File: src/rtl/lcd_pattern_gen_if.sv
// Shared LCD command codes and the bus between the pattern generator and the LCD controller.
// The generator drives commands, rectangles and the pixel stream; the controller returns pixel position and readiness.
package lcd_defs_pkg;
    localparam logic [2:0] LCD_CMD_NONE       = 3'd0;
    localparam logic [2:0] LCD_CMD_CONFIGURE  = 3'd1;
    localparam logic [2:0] LCD_CMD_FILL_RECT  = 3'd2;
    localparam logic [2:0] LCD_CMD_WRITE_RECT = 3'd3;
endpackage

interface lcd_pattern_gen_if #(
    parameter int CoordinateWidth = 9,
    parameter int PixelWidth      = 16,
    parameter int CommandWidth    = 3
);
    logic                       lcd_ready;
    logic [CommandWidth-1:0]    lcd_command;
    logic [PixelWidth-1:0]      fill_pixel;
    logic [CoordinateWidth-1:0] rect_x0;
    logic [CoordinateWidth-1:0] rect_x1;
    logic [CoordinateWidth-1:0] rect_y0;
    logic [CoordinateWidth-1:0] rect_y1;
    logic [CoordinateWidth-1:0] pixel_x;
    logic [CoordinateWidth-1:0] pixel_y;
    logic [PixelWidth-1:0]      pixel_write;
    logic                       pixel_write_valid;
    logic                       pixel_write_ready;

    modport master (
        input  lcd_ready, pixel_x, pixel_y, pixel_write_ready,
        output lcd_command, fill_pixel, rect_x0, rect_x1, rect_y0, rect_y1,
               pixel_write, pixel_write_valid
    );

    modport slave (
        output lcd_ready, pixel_x, pixel_y, pixel_write_ready,
        input  lcd_command, fill_pixel, rect_x0, rect_x1, rect_y0, rect_y1,
               pixel_write, pixel_write_valid
    );
endinterface

File: src/rtl/lcd_pattern_gen.sv
// Button-driven LCD test pattern generator: issues one-cycle LCD commands from button presses
// and streams a selectable test pattern relative to the current rectangle origin.
module lcd_pattern_gen #(
    parameter int PanelWidth      = 480,
    parameter int PanelHeight     = 320,
    parameter int CoordinateWidth = 9,
    parameter int PixelWidth      = 16,
    parameter int CommandWidth    = 3,
    parameter int GridShift       = 4,
    parameter int HoldCount       = 2**20,
    parameter int ShortCount      = 10
) (
    input  logic                  clock_48mhz,
    input  logic                  reset,
    input  logic [7:0]            btn_n,
    lcd_pattern_gen_if.master     lcd,
    output logic [2:0]            mode,
    output logic                  busy
);
    import lcd_defs_pkg::*;

    localparam int HoldMax  = (HoldCount > ShortCount) ? HoldCount : ShortCount;
    localparam int CntWidth = $clog2(HoldMax + 1);

    localparam logic [CntWidth-1:0] CNT_ZERO   = {CntWidth{1'b0}};
    localparam logic [CntWidth-1:0] CNT_ONE    = CntWidth'(1);
    localparam logic [CntWidth-1:0] SHORT_LOAD = CntWidth'(ShortCount - 1);
    localparam logic [CntWidth-1:0] HOLD_LOAD  = CntWidth'(HoldCount - 1);

    localparam logic [CoordinateWidth-1:0] X_ZERO  = {CoordinateWidth{1'b0}};
    localparam logic [CoordinateWidth-1:0] X_LAST  = CoordinateWidth'(PanelWidth - 1);
    localparam logic [CoordinateWidth-1:0] Y_LAST  = CoordinateWidth'(PanelHeight - 1);
    localparam logic [CoordinateWidth-1:0] X_QTR   = CoordinateWidth'(PanelWidth / 4);
    localparam logic [CoordinateWidth-1:0] X_3QTR  = CoordinateWidth'(3 * PanelWidth / 4);
    localparam logic [CoordinateWidth-1:0] Y_8TH   = CoordinateWidth'(PanelHeight / 8);
    localparam logic [CoordinateWidth-1:0] Y_7_8TH = CoordinateWidth'(7 * PanelHeight / 8);
    localparam logic [CoordinateWidth-1:0] SWEEP_X = CoordinateWidth'(64);

    typedef enum logic [0:0] {
        ST_IDLE = 1'b0,
        ST_HOLD = 1'b1
    } state_e;

    logic [7:0]                 btn_meta_q;
    logic [7:0]                 btn_sync_q;
    logic [7:0]                 pressed_s;
    logic                       unused_btn_s;

    state_e                     state_q,  state_d;
    logic [CntWidth-1:0]        cnt_q,    cnt_d;
    logic [CommandWidth-1:0]    cmd_q,    cmd_d;
    logic [PixelWidth-1:0]      fill_q,   fill_d;
    logic [CoordinateWidth-1:0] x0_q,     x0_d;
    logic [CoordinateWidth-1:0] x1_q,     x1_d;
    logic [CoordinateWidth-1:0] y0_q,     y0_d;
    logic [CoordinateWidth-1:0] y1_q,     y1_d;
    logic [2:0]                 mode_q,   mode_d;
    logic [6:0]                 sweep_q,  sweep_d;
    logic [7:0]                 colour_q, colour_d;
    logic                       busy_q;

    logic [CoordinateWidth-1:0] rx_s;
    logic [CoordinateWidth-1:0] ry_s;
    logic [15:0]                pattern_s;
    logic [PixelWidth-1:0]      pixel_q;
    logic                       valid_q;

    assign pressed_s    = ~btn_sync_q;
    // Buttons 4, 6 and 7 have no function; they are synchronised only to keep the bus uniform.
    assign unused_btn_s = &{1'b0, pressed_s[7:6], pressed_s[4]};

    // Two-flop synchroniser for the asynchronous push buttons
    always_ff @(posedge clock_48mhz) begin
        if (reset) begin
            btn_meta_q <= 8'hFF;
            btn_sync_q <= 8'hFF;
        end else begin
            btn_meta_q <= btn_n;
            btn_sync_q <= btn_meta_q;
        end
    end

    // Action selection and hold countdown; lowest-numbered pressed button wins
    always_comb begin
        state_d  = state_q;
        cnt_d    = cnt_q;
        cmd_d    = CommandWidth'(LCD_CMD_NONE);
        fill_d   = fill_q;
        x0_d     = x0_q;
        x1_d     = x1_q;
        y0_d     = y0_q;
        y1_d     = y1_q;
        mode_d   = mode_q;
        sweep_d  = sweep_q;
        colour_d = colour_q;
        case (state_q)
            ST_IDLE: begin
                if (pressed_s[0]) begin
                    cmd_d   = CommandWidth'(LCD_CMD_CONFIGURE);
                    state_d = ST_HOLD;
                    cnt_d   = SHORT_LOAD;
                end else if (pressed_s[1]) begin
                    if (lcd.lcd_ready) begin
                        cmd_d   = CommandWidth'(LCD_CMD_FILL_RECT);
                        x0_d    = X_ZERO;
                        x1_d    = X_LAST;
                        y0_d    = X_ZERO;
                        y1_d    = Y_LAST;
                        fill_d  = {PixelWidth{1'b0}};
                        state_d = ST_HOLD;
                        cnt_d   = SHORT_LOAD;
                    end else begin
                        state_d = ST_IDLE;
                    end
                end else if (pressed_s[2]) begin
                    if (lcd.lcd_ready) begin
                        cmd_d   = CommandWidth'(LCD_CMD_WRITE_RECT);
                        x0_d    = X_QTR;
                        x1_d    = X_3QTR;
                        y0_d    = Y_8TH;
                        y1_d    = Y_7_8TH;
                        state_d = ST_HOLD;
                        cnt_d   = SHORT_LOAD;
                    end else begin
                        state_d = ST_IDLE;
                    end
                end else if (pressed_s[3]) begin
                    if (lcd.lcd_ready) begin
                        if (mode_q == 3'd4) begin
                            mode_d = 3'd0;
                        end else begin
                            mode_d = mode_q + 3'd1;
                        end
                        state_d = ST_HOLD;
                        cnt_d   = SHORT_LOAD;
                    end else begin
                        state_d = ST_IDLE;
                    end
                end else if (pressed_s[5]) begin
                    if (lcd.lcd_ready) begin
                        cmd_d   = CommandWidth'(LCD_CMD_FILL_RECT);
                        x0_d    = SWEEP_X + CoordinateWidth'(sweep_q);
                        x1_d    = SWEEP_X + CoordinateWidth'(sweep_q);
                        y0_d    = Y_8TH;
                        y1_d    = Y_7_8TH;
                        fill_d  = {{(PixelWidth-5){1'b0}}, colour_q[7:3]};
                        // Each full sweep of the column shifts the colour for the next pass.
                        if (sweep_q == 7'd127) begin
                            sweep_d  = 7'd0;
                            colour_d = colour_q + 8'd155;
                        end else begin
                            sweep_d  = sweep_q + 7'd1;
                        end
                        state_d = ST_HOLD;
                        cnt_d   = HOLD_LOAD;
                    end else begin
                        state_d = ST_IDLE;
                    end
                end else begin
                    state_d = ST_IDLE;
                end
            end
            ST_HOLD: begin
                if (cnt_q == CNT_ZERO) begin
                    state_d = ST_IDLE;
                end else begin
                    cnt_d = cnt_q - CNT_ONE;
                end
            end
            default: begin
                state_d = ST_IDLE;
            end
        endcase
    end

    // Control and rectangle registers
    always_ff @(posedge clock_48mhz) begin
        if (reset) begin
            state_q  <= ST_IDLE;
            cnt_q    <= CNT_ZERO;
            cmd_q    <= CommandWidth'(LCD_CMD_NONE);
            fill_q   <= {PixelWidth{1'b0}};
            x0_q     <= X_ZERO;
            x1_q     <= X_ZERO;
            y0_q     <= X_ZERO;
            y1_q     <= X_ZERO;
            mode_q   <= 3'd0;
            sweep_q  <= 7'd0;
            colour_q <= 8'd0;
            busy_q   <= 1'b0;
        end else begin
            state_q  <= state_d;
            cnt_q    <= cnt_d;
            cmd_q    <= cmd_d;
            fill_q   <= fill_d;
            x0_q     <= x0_d;
            x1_q     <= x1_d;
            y0_q     <= y0_d;
            y1_q     <= y1_d;
            mode_q   <= mode_d;
            sweep_q  <= sweep_d;
            colour_q <= colour_d;
            busy_q   <= (state_d == ST_HOLD);
        end
    end

    // Pattern for the controller's next pixel, relative to the rectangle origin
    always_comb begin
        rx_s = lcd.pixel_x - x0_q;
        ry_s = lcd.pixel_y - y0_q;
        case (mode_q)
            3'd0: pattern_s = ((rx_s[GridShift-1:0] == {GridShift{1'b0}}) ||
                               (ry_s[GridShift-1:0] == {GridShift{1'b0}})) ? 16'hFFFF : 16'h0000;
            3'd1: pattern_s = (rx_s[GridShift] ^ ry_s[GridShift]) ? 16'hFFFF : 16'h0000;
            3'd2: pattern_s = {rx_s[7:3], rx_s[7:2], rx_s[7:3]};
            3'd3: pattern_s = {{5{rx_s[CoordinateWidth-1]}}, {6{rx_s[CoordinateWidth-2]}},
                               {5{rx_s[CoordinateWidth-3]}}};
            3'd4: pattern_s = 16'h07E0;
            default: pattern_s = 16'h0000;
        endcase
    end

    // Pixel stream register; keeps loading through reset so data is always meaningful
    always_ff @(posedge clock_48mhz) begin
        valid_q <= 1'b1;
        if (lcd.pixel_write_ready) begin
            pixel_q <= PixelWidth'(pattern_s);
        end else begin
            pixel_q <= pixel_q;
        end
    end

    assign lcd.lcd_command       = cmd_q;
    assign lcd.fill_pixel        = fill_q;
    assign lcd.rect_x0           = x0_q;
    assign lcd.rect_x1           = x1_q;
    assign lcd.rect_y0           = y0_q;
    assign lcd.rect_y1           = y1_q;
    assign lcd.pixel_write       = pixel_q;
    assign lcd.pixel_write_valid = valid_q;
    assign mode                  = mode_q;
    assign busy                  = busy_q;
endmodule

File: src/flat_wrapper.sv
// flat-port wrapper written by rule: the top's interface ports become plain ports
module lcd_pattern_gen_flat import lcd_defs_pkg::*;
#(
    parameter int PanelWidth      = 480,
    parameter int PanelHeight     = 320,
    parameter int CoordinateWidth = 9,
    parameter int PixelWidth      = 16,
    parameter int CommandWidth    = 3,
    parameter int GridShift       = 4,
    parameter int HoldCount       = 2**20,
    parameter int ShortCount      = 10
)
  (clock_48mhz, reset, btn_n, mode, busy, lcd_lcd_ready, lcd_pixel_x, lcd_pixel_y, lcd_pixel_write_ready, lcd_lcd_command, lcd_fill_pixel, lcd_rect_x0, lcd_rect_x1, lcd_rect_y0, lcd_rect_y1, lcd_pixel_write, lcd_pixel_write_valid);
  lcd_pattern_gen_if #(.CoordinateWidth(CoordinateWidth), .PixelWidth(PixelWidth), .CommandWidth(CommandWidth)) lcd_i ();
  input  logic clock_48mhz;
  input  logic reset;
  input  logic [7:0] btn_n;
  output logic [2:0] mode;
  output logic busy;
  input wire logic [$bits(lcd_i.lcd_ready)-1:0] lcd_lcd_ready;
  input wire logic [$bits(lcd_i.pixel_x)-1:0] lcd_pixel_x;
  input wire logic [$bits(lcd_i.pixel_y)-1:0] lcd_pixel_y;
  input wire logic [$bits(lcd_i.pixel_write_ready)-1:0] lcd_pixel_write_ready;
  output wire logic [$bits(lcd_i.lcd_command)-1:0] lcd_lcd_command;
  output wire logic [$bits(lcd_i.fill_pixel)-1:0] lcd_fill_pixel;
  output wire logic [$bits(lcd_i.rect_x0)-1:0] lcd_rect_x0;
  output wire logic [$bits(lcd_i.rect_x1)-1:0] lcd_rect_x1;
  output wire logic [$bits(lcd_i.rect_y0)-1:0] lcd_rect_y0;
  output wire logic [$bits(lcd_i.rect_y1)-1:0] lcd_rect_y1;
  output wire logic [$bits(lcd_i.pixel_write)-1:0] lcd_pixel_write;
  output wire logic [$bits(lcd_i.pixel_write_valid)-1:0] lcd_pixel_write_valid;
  assign lcd_i.lcd_ready = lcd_lcd_ready;
  assign lcd_i.pixel_x = lcd_pixel_x;
  assign lcd_i.pixel_y = lcd_pixel_y;
  assign lcd_i.pixel_write_ready = lcd_pixel_write_ready;
  assign lcd_lcd_command = lcd_i.lcd_command;
  assign lcd_fill_pixel = lcd_i.fill_pixel;
  assign lcd_rect_x0 = lcd_i.rect_x0;
  assign lcd_rect_x1 = lcd_i.rect_x1;
  assign lcd_rect_y0 = lcd_i.rect_y0;
  assign lcd_rect_y1 = lcd_i.rect_y1;
  assign lcd_pixel_write = lcd_i.pixel_write;
  assign lcd_pixel_write_valid = lcd_i.pixel_write_valid;
  lcd_pattern_gen #(.PanelWidth(PanelWidth), .PanelHeight(PanelHeight), .CoordinateWidth(CoordinateWidth), .PixelWidth(PixelWidth), .CommandWidth(CommandWidth), .GridShift(GridShift), .HoldCount(HoldCount), .ShortCount(ShortCount)) u_core (.clock_48mhz(clock_48mhz), .reset(reset), .btn_n(btn_n), .lcd(lcd_i), .mode(mode), .busy(busy));
endmodule
File: config.mk
export PLATFORM = sky130hd
export DESIGN_NAME = lcd_pattern_gen_flat
export DESIGN_NICKNAME = d
export VERILOG_FILES = /design/src/rtl/lcd_pattern_gen_if.sv /design/src/rtl/lcd_pattern_gen.sv /design/src/flat_wrapper.sv
export SDC_FILE = /design/constraint.sdc
export NUM_CORES = 1
export LEC_CHECK = 0
export CORE_ASPECT_RATIO = 2
export CORE_MARGIN = 4
export CORE_UTILIZATION = 55
export CTS_CLUSTER_DIAMETER = 30
export DETAILED_ROUTE_END_ITERATION = 12
export HOLD_SLACK_MARGIN = 0.06
export MAX_ROUTING_LAYER = met4
export PLACE_DENSITY = 0.83
export SETUP_SLACK_MARGIN = 0.4
export SLEW_MARGIN = 20
export SYNTH_ARGS = -nofsm -noshare
export SYNTH_HDL_FRONTEND = slang
export SYNTH_SLANG_ARGS = --single-unit
File: constraint.sdc
create_clock -name clock_48mhz -period 5.6 [get_ports clock_48mhz]
set_clock_uncertainty 0.05 [all_clocks]
set_input_delay 0.84 -clock clock_48mhz [delete_from_list [all_inputs] [get_ports clock_48mhz]]
set_output_delay 0.84 -clock clock_48mhz [all_outputs]
set_load 0.02 [all_outputs]
==> impl_metrics.json <==
{
  "ys_warn_count": 0,
  "grt_overflow_total": 0,
  "end_kind": "flop",
  "period_share_pct": 62.4,
  "ff_latch_area_um2": 2000,
  "ios": 106,
  "grtUsageTotal_pct": 24.0,
  "clock-sinks": 92,
  "grt_pass1_vias": 4208,
  "die_height_um": 140,
  "peakVddDrop_mv": 0.234,
  "final_common_cell": "dfxtp_1",
  "grt_pass1_wl_mm": 19.1,
  "min_to": "u_core.btn_sync_q[3]",
  "clk_latency_ns": 0.34,
  "reg2reg_to": "u_core.lcd.pixel_write[15]",
  "syn_to_final_growth_pct": 19.7,
  "worstSetupPathType": "input pin to flop",
  "grt_max_degree": 80,
  "instances_no_fill": 718,
  "place_congestion": 0.928,
  "wl_per_cell_um": 16.4,
  "viasPerCell": 5.82,
  "hpwl_mm": 8.72,
  "drv_slew": 0,
  "cts_tree": "built",
  "drt_first_pass_iters": 5,
  "fin_hold_ws_ns": 0.356,
  "nets": 662,
  "tns_ns": 0,
  "path_cells": "clkdlybuf4s50_1 -> inv_1 -> ha_1 -> inv_1 -> fa_1 -> a211oi_2 -> o21bai_1 -> xnor3_1 -> nor3b_2 -> a221oi_2 -> o21ai_0",
  "fin_crit_ns": 3.49,
  "fmax_mhz": 286,
  "synth.ff_latch_count": 92,
  "cp.required_ns": 5.60,
  "die_x_um": 74.2,
  "port_buffers": 75,
  "hold_class": "flop to flop",
  "run_status": "finished clean",
  "r2r_cells": 9,
  "worst_pin_slew_ns": 0.927,
  "insertedDiodeCount": 0,
  "core_area_um2": 8590,
  "detail-route-antenna-nets": 0,
  "postSynthCellCount": 555,
  "reg2reg_from": "u_core.lcd.rect_x0[0]",
  "multi_input_area_um2": 2490,
  "crit_top_cell": "inv_1",
  "mostFrequentLayoutCells": "dfxtp_1 (76), clkdlybuf4s50_1 (74), nand2_1 (57), nor2_1 (55), a21oi_1 (46)",
  "slowest_delay_ns": 0.41,
  "critPathArrivalTime_ns": 3.49,
  "ys_seq_area_share_pct": 41.5,
  "ctsHoldBuffers": 0,
  "powerDensity_nw_per_um2": 299,
  "routed_wl_mm": 11.8,
  "filler_cell_count": 686,
  "cts_made_buffers": 9,
  "async_flop_share_pct": 0,
  "clk_pin_slew_ns": 0.06,
  "antenna_found_initial": 0,
  "cp_slowest_cell": "fa_1",
  "whs_path_depth": 1,
  "grt_setup_unrepaired": "false",
  "synth_edf_count": 16,
  "ctsResizeCount": 0,
  "yosys-top-cells-area": "dfxtp_1 (32%), edfxtp_1 (10%), a21oi_1 (4.8%)",
  "hold_viol_final": 0,
  "relSlewSlack_pct": 38.1,
  "synth.avg_cell_area_um2": 8.68,
  "drive_above_1_share_pct": 8.25,
  "rrSetupSlack_ns": 2.61,
  "yosysTopAreaCell": "dfxtp_1",
  "max-cap-violations": 0,
  "startpoint_type": "input pin",
  "vias": 4178,
  "yosysTopAreaCellShare_pct": 31.6,
  "start_util_pct": 56.1,
  "die_area_um2": 10400,
  "clockBufferDepth": 2,
  "fp-row-count": 48,
  "cts_setup_buffers": 0,
  "htreeDepth": 3,
  "cts_root_buf": "clkbuf_16",
  "ys_types": 64,
  "netlist_area_um2": 4820,
  "worstPathMaxFanout": 5,
  "setup_viol": 0,
  "worstHoldStart": "u_core.btn_meta_q[3]",
  "drt_iter0_drc": 239,
  "drc_errors": 0,
  "dpl.cell_count": 702,
  "synth_ff_type": "dfxtp_1",
  "power.leakage_nw": 2.15
}
==> metrics by stage <==
stage / instance area [um2] / power (mW) / setup WS (ns) / utilization (%)
2_1_floorplan: 4900 / 1.04 / 2.67 / -
3_3_place_gp: 5470 / 1.12 / 1.90 / 63.7
3_5_place_dp: 5470 / 1.14 / 1.80 / 63.7
4_1_cts: 5770 / 1.73 / 2.15 / 67.1
5_1_grt: 5770 / 1.80 / 1.98 / 67.1
6_report: 5770 / 1.72 / 2.11 / 67.1
==> cells in the mapped netlist, types with 3 or more instances <==
cell type	instances
clkbuf_1	16
nor2b_1	9
buf_2	4
o21a_1	3
nand3_1	11
a221oi_2	3
or3_1	6
dfxtp_1	76
a311oi_1	7
a22oi_1	4
nor4b_1	3
o22ai_1	4
o21ai_0	24
nand3b_1	6
a211oi_1	3
o211ai_1	4
o31ai_1	3
nor2_1	55
xnor2_1	10
inv_1	20
nand4_1	4
or2_2	16
nand2_1	57
a21oi_1	46
ha_1	18
xor2_1	8
nand2b_1	14
edfxtp_1	16
a31oi_1	12
buf_4	30
nor3_1	20
==> registers in the layout, summed over array words and instances (netlist names) <==
register                cells
u_core.cnt_q               21
u_core.lcd.pixel_write     16
u_core.lcd.rect_x1          9
u_core.colour_q             8
u_core.lcd.rect_x0          7
u_core.sweep_q              7
u_core.btn_meta_q           5
u_core.btn_sync_q           5
u_core.lcd.fill_pixel       5
u_core.mode                 3
u_core.lcd.lcd_command      2
u_core.lcd.rect_y1          2
u_core.lcd.rect_y0          1
u_core.state_q              1
==> critical path: cells and delay by family <==
| kind | cells | cell delay [ns] |
|---|---|---|
| AOI/OAI and AO/OA | 4 | 1.16 |
| adders and majority gates | 2 | 0.56 |
| buffers and inverters | 3 | 0.51 |
| xor gates and xnor gates | 1 | 0.32 |
| and+or+nand+nor | 1 | 0.09 |
==> cells by family after synthesis <==
kind of cell,after synthesis,synth area share [%]
other,2,0.156
buffers and inverters,74,8.39
AO/OA/AOI/OAI,127,17.0
AND/OR/NAND/NOR,220,23.7
adder cells (fa/ha/maj),19,5.09
XOR/XNOR,19,3.74
flip-flops,92,41.5
multiplexers,2,0.415
==> report_power, final <==
part,internal (mW),switching [mW]
sequential,0.713,0.0392
clock,0.343,0.250
combinational,0.148,0.229
total,1.20,0.519
==> layout make-up <==
class,count,share of cell area (%)
Clock buffer,9,3.91
Clock inverter,7,1.17
Inverter,21,1.37
Multi-Input combinational cell,410,43.2
Sequential cell,92,34.7
Tap cell,100,2.17
Timing Repair Buffer,79,13.5
==> routing by layer <==
layer	GRT usage, %	vias up	routed length (um)
li1	-	2010	-
met5	-	-	0
met3	4.60	38	648
met4	12.5	0	470
met2	44.5	162	6740
met1	21.9	1968	3920
==> worst max-delay path by stage <==
stage                         from                         end  slack [ns]  cells past startpoint
floorplan           lcd_pixel_x[0]   u_core.lcd.pixel_write[5]        2.67                     10
global placement    lcd_pixel_x[0]   u_core.lcd.pixel_write[5]        1.90                     11
detailed placement  lcd_pixel_x[0]   u_core.lcd.pixel_write[5]        1.80                     11
CTS                 lcd_pixel_x[0]   u_core.lcd.pixel_write[5]        2.15                     11
global route        lcd_pixel_x[0]  u_core.lcd.pixel_write[15]        1.98                     11
finish              lcd_pixel_x[0]  u_core.lcd.pixel_write[15]        2.11                     11
(Power assumes the default switching activity.)
